$ cat config.mk
export PLATFORM = sky130hd
export DESIGN_NAME = conn_tx_scheduler
export DESIGN_NICKNAME = d
export VERILOG_FILES = /design/src/rtl/conn_tx_scheduler.sv
export SDC_FILE = /design/constraint.sdc
export NUM_CORES = 1
export LEC_CHECK = 0
export ABC_AREA = 1
export CAP_MARGIN = 20
export CORE_ASPECT_RATIO = 1.25
export CORE_MARGIN = 2
export CORE_UTILIZATION = 40
export CTS_BUF_LIST = sky130_fd_sc_hd__clkbuf_4 sky130_fd_sc_hd__clkbuf_8
export CTS_CLUSTER_SIZE = 12
export DETAILED_ROUTE_END_ITERATION = 10
export MAX_ROUTING_LAYER = met4
export PLACE_DENSITY = 0.93
export SYNTH_ARGS = -nofsm -noshare
export SYNTH_HDL_FRONTEND = slang
export SYNTH_SLANG_ARGS = --single-unit
$ cat constraint.sdc
create_clock -name clk -period 2.5 [get_ports clk]
set_clock_uncertainty 0.15 [all_clocks]
set_input_delay 0.5 -clock clk [delete_from_list [all_inputs] [get_ports clk]]
set_output_delay 0.5 -clock clk [all_outputs]
set_load 0.005 [all_outputs]
$ cat src/rtl/conn_tx_scheduler.sv
// Round-robin transmit scheduler: scans connection records and hands pending ones to the packet builder.
// Optional build watchdog enabled by defining SCHED_TIMEOUT_EN.
module conn_tx_scheduler #(
  parameter int NUM_CONN    = 32,
  parameter int TIMEOUT_CYC = 255
) (
  input  logic        clk,
  input  logic        rst,
  input  logic        sched_en,
  output logic [7:0]  ram_addr,
  output logic [31:0] ram_wdata,
  output logic        ram_wren,
  input  logic [31:0] ram_rdata,
  input  logic        host_req,
  input  logic        host_we,
  input  logic [7:0]  host_addr,
  input  logic [31:0] host_wdata,
  output logic        host_gnt,
  output logic [31:0] host_rdata,
  output logic        host_rvalid,
  output logic        bld_req,
  output logic [4:0]  bld_id,
  input  logic        bld_ack,
  input  logic [2:0]  bld_word,
  input  logic        bld_done,
  output logic        bld_abort
);

  typedef enum logic [2:0] {
    IDLE, RD0, CHK, REQ, BUILD, CLR, NEXT
  } state_t;

  localparam logic [4:0] LAST = 5'(NUM_CONN - 1);

  state_t      state_q, state_d;
  logic [4:0]  ptr_q;
  logic [31:0] word0_q;
  logic        rd_pend_q;
  logic        timeout;

`ifdef SCHED_TIMEOUT_EN
  localparam logic [7:0] LIMIT = 8'(TIMEOUT_CYC);
  logic [7:0] cnt_q;

  assign timeout = (state_q == REQ || state_q == BUILD)
                && (cnt_q == LIMIT);

  // Restarts on every state change, so REQ and BUILD each get a full budget.
  always_ff @(posedge clk or negedge rst) begin
    if (!rst)
      cnt_q <= 8'd0;
    else if (state_d != state_q)
      cnt_q <= 8'd0;
    else if (state_q == REQ || state_q == BUILD)
      cnt_q <= cnt_q + 8'd1;
  end
`else
  assign timeout = 1'b0;
`endif

  assign bld_abort   = timeout;
  assign host_rvalid = rd_pend_q;
  assign host_rdata  = rd_pend_q ? ram_rdata : 32'd0;

  always_comb begin
    state_d   = state_q;
    ram_addr  = 8'd0;
    ram_wdata = 32'd0;
    ram_wren  = 1'b0;
    host_gnt  = 1'b0;
    bld_req   = 1'b0;
    bld_id    = 5'd0;
    unique case (state_q)
      IDLE: begin
        // Gated by rst so every output reads 0 while reset is held.
        if (host_req && rst) begin
          host_gnt  = 1'b1;
          ram_addr  = host_addr;
          ram_wdata = host_wdata;
          ram_wren  = host_we;
        end else if (sched_en) begin
          state_d = RD0;
        end
      end
      RD0: begin
        ram_addr = {ptr_q, 3'd0};
        state_d  = CHK;
      end
      CHK: begin
        state_d = (ram_rdata[31:30] == 2'b11) ? REQ : NEXT;
      end
      REQ: begin
        bld_req = 1'b1;
        bld_id  = ptr_q;
        if (bld_ack)      state_d = BUILD;
        else if (timeout) state_d = NEXT;
      end
      BUILD: begin
        ram_addr = {ptr_q, bld_word};
        if (bld_done)     state_d = CLR;
        else if (timeout) state_d = NEXT;
      end
      CLR: begin
        ram_addr  = {ptr_q, 3'd0};
        ram_wdata = {word0_q[31], 1'b0, word0_q[29:0]};
        ram_wren  = 1'b1;
        state_d   = NEXT;
      end
      NEXT: begin
        state_d = IDLE;
      end
      default: begin
        state_d = IDLE;
      end
    endcase
  end

  always_ff @(posedge clk or negedge rst) begin
    if (!rst) begin
      state_q   <= IDLE;
      ptr_q     <= 5'd0;
      word0_q   <= 32'd0;
      rd_pend_q <= 1'b0;
    end else begin
      state_q   <= state_d;
      rd_pend_q <= host_gnt & ~host_we;
      if (state_q == CHK)
        word0_q <= ram_rdata;
      if (state_q == NEXT)
        ptr_q <= (ptr_q == LAST) ? 5'd0 : ptr_q + 5'd1;
    end
  end

endmodule

==> impl_metrics.tcl, run 1 <==
set metrics [dict create \
    max_cap_violations 0 \
    vdd_ir_drop_max_v 0.000488 \
    grt_overflow 0 \
    ios 164 \
    ctsHoldBuffers 0 \
    fin_crit_sh_pct 97.5 \
    crit_start "host_req" \
    p_leak_uw 0.00248 \
    outcome "complete, no violations" \
    cts.sink_count 40 \
    yosysSeqAreaShare_pct 39.2 \
    die_area_sq_um 7040 \
    path_max_fanout 18 \
    initial_core_util_pct 41.4 \
    crit_path_end "ram_addr[7]" \
    slew_viol_final 0 \
    path_class "input port to primary output" \
    rows 32 \
    syn_nets 492 \
    yosys.area.top_type "dfrtp_1" \
    cts-root-buf "clkbuf_8" \
    syn_inst 408 \
    grt_pass1_wl_um 13500 \
    synth.area.top_cells "dfrtp_1, nand2_1, nand3_1" \
    grt_usage_pct 24.8 \
    async_flop_share_pct 100 \
    p_comb_share_pct 50.8 \
    vias_per_cell 4.73 \
    clkPwrFrac_pct 13.8 \
    grt_pass1_vias 3104 \
    area_delta_synth_final_pct 68.8 \
    holdWs_ns 0.192 \
    r2r_slack_ns 0.74 \
    insertion_delay_ns 0.28 \
    required_ns 1.85 \
    coreArea_sq_um 6170 \
    post-dp-hpwl_um 6300 \
    gp_congestion 0.839 \
    ys_ff_latch 40 \
    firstDrtPassIters 4 \
    ant_nets 0 \
    cp-start-kind "input port" \
    drt_iter0_markers 119 \
    yosys_warnings 0 \
    synth_edf_count 0 \
    clk_pin_slew_ns 0.07 \
    reg2regPathDepth 6 \
    setup_viol 0 \
    layout_common_cells "nand2_1, clkdlybuf4s50_1, inv_1" \
    num-nets-final 651 \
    period_needed_ns 2.44 \
    n_antenna_cell 0 \
    arrival_ns 1.79 \
    hold_path_class "input port to asynchronous set/reset pin" \
    cts_buffers 5 \
    port_buffers 162 \
    p_seq_share_pct 35.4 \
    detail_route.wl_per_cell_um 12.6 \
    grt_max_degree 41 \
    synth.top_cell.area_share_pct 39.2 \
    cts_tree "yes" \
    hold_violations 0 \
    die_w_um 75.4 \
    drc 0 \
    p_switching_uw 1330 \
    syn_avg_cell_area_sq_um 6.25 \
    clockBufferDepth 2 \
    power.density_nw_per_um2 753 \
    htreeDepth 2 \
    synthDistinctLibCells 20 \
    antenna_found_initial 0 \
    tightestPinTransition_ns 0.549 \
    die_y_um 93.3 \
    final_common_cell "nand2_1" \
    r2r-start "state_q[2]" \
    dr_total_vias 3090 \
    rr_endpoint "word0_q[19]" \
    cp-end-kind "primary output" \
    rsz0062_at_grt "true" \
    relSlewSlack_pct 63.0 \
    fmax_ghz 0.410 \
    switching_share_pct 41.1 \
    ys.flop_type "dfrtp_1" \
    p_int_uw 1910 \
    drive_gt1_share_pct 5.63 \
    syn_area_sq_um 2550 \
    post-route-util_pct 69.8 \
    routed_wl_um 8240 \
]
## critical path, stage by stage
cell             delay [ns]
clkdlybuf4s50_1        0.47
nand2_1                0.05
inv_1                  0.06
nand3_2                0.09
inv_4                  0.09
buf_12                 0.15
buf_6                  0.10
nand2_1                0.05
o21ai_1                0.08
buf_2                  0.14
## power by group through the flow
| stage | Clock, uW | Sequential [uW] | Combinational (uW) |
|---|---|---|---|
| 3_3_place_gp | 0 | 1130 | 1690 |
| 4_1_cts | 465 | 1140 | 1660 |
| 5_1_grt | 488 | 1180 | 1870 |
| 3_5_place_dp | 0 | 1150 | 1750 |
| 2_1_floorplan | 0 | 1100 | 999 |
| 6_report | 449 | 1150 | 1650 |
## stage by stage
step                setup TNS (ns)  total power (uW)  instance area [sq um]  setup WS [ns]  instances
finish                           0              3240                   4310         0.0623        653
global route              -0.00998              3530                   4310       -0.00998        653
CTS                              0              3260                   4300         0.0352        653
detailed placement           -7.23              2900                   4250         -0.253        644
global placement             -7.18              2820                   4250         -0.199        644
floorplan                        0              2100                   2550          0.758        408
## state kept, by name (all words and copies together) (netlist names)
| register | cells |
|---|---|
| word0_q | 31 |
| host_rvalid | 1 |
| state_q | 3 |
| ptr_q | 5 |
## layout make-up
class | count | area (sq um)
well taps | 85 | 106
flip-flops and latches | 40 | 1000
inverters | 55 | 209
clock buffers | 8 | 97.6
multi-input cells | 292 | 1210
repair buffers | 173 | 1680
fillers | 543 | 1860
## how the worst min path moves through the flow
stage / from / endpoint / slack (ns) / cells past startpoint
floorplan: rst / host_rvalid / 0.05 / 0
global placement: word0_q[24] / word0_q[24] / 0.31 / 2
detailed placement: word0_q[2] / word0_q[2] / 0.32 / 2
CTS: rst / state_q[2] / 0.20 / 2
global route: rst / state_q[2] / 0.23 / 2
finish: rst / state_q[2] / 0.19 / 2
## cells by family (layout without fill, tap and decap cells)
group           count (synthesis)  count (layout)  share of synthesized area [%]
flops                          40              40                           39.2
simple gates                  276             276                           43.8
fa+ha+maj                       2               2                          0.981
other cells                     1               1                          0.147
compound gates                 13              13                           2.55
buf+inv                        76             236                           13.3
## cell usage after synthesis (2+ instances only)
cell      instances
ha_1              2
nand3_1          40
inv_1            52
nor2_2            3
dfrtp_1          40
buf_6             3
clkbuf_1          3
buf_2            10
inv_2             3
o21ai_0          12
nand2_1         215
nor3_1            3
nor2_1           11
buf_4             5
## routing by layer
metal / up-vias / wire, um / GRT usage, %
met5: - / 0 / -
met4: 0 / 144 / 6.87
met3: 10 / 461 / 3.13
met2: 104 / 4510 / 46.1
met1: 1442 / 3130 / 26.7
li1: 1534 / - / -
## repair_timing
action                                  in CTS  in global routing
pin swaps                                    0                  0
endpoints found under the setup margin      42                  7
buffers inserted                             1                  0
gates resized for setup                     48                  9
hold endpoints to repair                     0                  0
(Power assumes the default switching activity.)
==> run 2, diff against run 1 <==
CELL_PAD_IN_SITES_DETAIL_PLACEMENT = 0   (was not set)
CELL_PAD_IN_SITES_GLOBAL_PLACEMENT = 1   (was not set)
CORE_UTILIZATION = 26   (was 40)
PLACE_DENSITY = 0.94   (was 0.93)
==> impl_metrics.tcl, run 2 (same netlist as run 1, synthesis figures left out) <==
set metrics [dict create \
    gp_congestion 0.817 \
    clk_pin_slew_ns 0.07 \
    firstDrtPassIters 4 \
    path_max_fanout 13 \
    holdWs_ns 0.166 \
    path_class "flop to primary output" \
    worstPathCellList "buf_4 -> nor2_4 -> inv_2 -> nor2_1 -> clkdlybuf4s50_1" \
    n_antenna_cell 0 \
    antenna_found_initial 0 \
    largest_register_ff_count 31 \
    grt_pass1_vias 2904 \
    max_cap_violations 0 \
    total_power_uw 3330 \
    coreArea_sq_um 9560 \
    tightestPinTransition_ns 0.618 \
    vias_per_cell 4.36 \
    die_area_sq_um 10600 \
    rows 40 \
    slew_viol_final 0 \
    routed_wl_um 9010 \
    ant_nets 0 \
    ios 164 \
    fin_ws_ns 0.0913 \
    drc 0 \
    post-dp-hpwl_um 6650 \
    fin_crit_sh_pct 96.3 \
    arrival_ns 1.76 \
    crit_start "state_q[2]" \
    hold_violations 0 \
    port_buffers 162 \
    drive_gt1_share_pct 11.6 \
    cts.sink_count 40 \
    detail_route.wl_per_cell_um 12.8 \
    insertion_delay_ns 0.28 \
    cp_slowest_cell "clkdlybuf4s50_1" \
    die_w_um 92.6 \
    required_ns 1.85 \
    rsz0062_at_grt "false" \
    cp-start-kind "flop" \
    setup_viol 0 \
    top_register "word0_q" \
    cts_tree "yes" \
    grt_pass1_wl_um 13700 \
    hold_path_class "input port to asynchronous set/reset pin" \
    period_needed_ns 2.41 \
    fmax_ghz 0.415 \
    r2r-start "state_q[2]" \
    regArea_sq_um 1000 \
    dr_total_vias 3077 \
    htreeDepth 2 \
    p_leak_uw 0.00252 \
    grt_usage_pct 16.5 \
    power.density_nw_per_um2 752 \
    grt_max_degree 41 \
    biggestRegsByFlops "word0_q x31, ptr_q x5, state_q x3" \
    cts-root-buf "clkbuf_8" \
    layout_common_cells "nand2_1, clkdlybuf4s50_1, inv_1" \
    cp-end-kind "primary output" \
    fillerInstances 960 \
    outcome "complete, no violations" \
    vdd_ir_drop_max_v 0.000353 \
    critPathMaxStageDelay_ns 0.52 \
    initial_core_util_pct 26.7 \
    ctsHoldBuffers 0 \
    grt_overflow 0 \
    place_ws_ns -0.213 \
    drt_iter0_markers 119 \
    die_y_um 115 \
    relSlewSlack_pct 58.4 \
    cp_num_buf_inv 3 \
    multiInputGateArea_sq_um 1220 \
    final_common_cell "nand2_1" \
    num-nets-final 663 \
    area_delta_synth_final_pct 73.7 \
    clockBufferDepth 2 \
    cts_buffers 5 \
    crit_family "buffers and inverters" \
]
## run 2: cell types whose count changed in the layout (fill, tap and decap cells not counted), sizes merged
cell	delta
clkbuf	+21
dlygate4sd2	-20
buf	+13
clkdlybuf4s15	-3
dlymetal6s2s	+2
clkdlybuf4s50	-1
## run 2: per-stage QoR
stage	instance area (sq um)	utilization, %	TNS [ns]	cells
floorplan	2550	-	0	408
global placement	4330	45.3	-7.01	688
detailed placement	4330	45.3	-7.25	688
finish	4430	46.4	0	706
CTS	4390	45.9	-0.142	698
global route	4430	46.4	0	706
## run 2: worst paths after layout
check / endpoint / slack [ns] / cells after the start
worst max-delay path: bld_id[1] / 0.09 / 5
worst min-delay path: word0_q[28] / 0.17 / 2
worst max register to register: word0_q[23] / 0.72 / 7
worst min register to register: word0_q[31] / 0.33 / 2
max in group asynchronous: word0_q[4] / 1.67 / 2
min in group clk: word0_q[31] / 0.33 / 2
## run 2: metal layers
layer  global-route usage, %  vias to the layer above  wire length [um]
met2                    29.4                      115              4570
met3                    2.62                       17               468
met1                    18.5                     1384              3750
li1                        -                     1561                 -
met5                       -                        -                 0
met4                    6.17                        0               217
## run 2: final cells by class
cell class	instances	area share (%)
well taps	126	3.56
repair buffers	185	39.5
flip-flops and latches	40	22.6
clock buffers	8	2.20
inverters	55	4.71
multi-input cells	292	27.4
## run 2: worst reg2reg max path: stages, from the launching register on
cell and delay (ns):
dfrtp_1 0.42, buf_4 0.15, buf_4 0.16, nor2_2 0.14, nand2_2 0.07, inv_2 0.42
nand2_1 0.12, nand2_1 0.09
## run 2: what timing repair did
item,in CTS,in global routing
buffers inserted,2,5
endpoints found under the hold margin,0,0
gates cloned,0,3
gates resized for setup,51,55
pin swaps,0,1
setup endpoints to repair,42,31
## run 2: power breakdown
group	switching [uW]	internal, uW	leakage (uW)	total [uW]
Sequential	186	950	0.000498	1140
Combinational	979	764	0.00197	1740
Clock	210	247	0.0000523	457
Total	1370	1960	0.00252	3330
==> run 3, diff against run 2 <==
CAP_MARGIN = 15   (was 20)
==> results of run 3 <==
No change in the layout: final DEF, timing and power equal those of run 2.
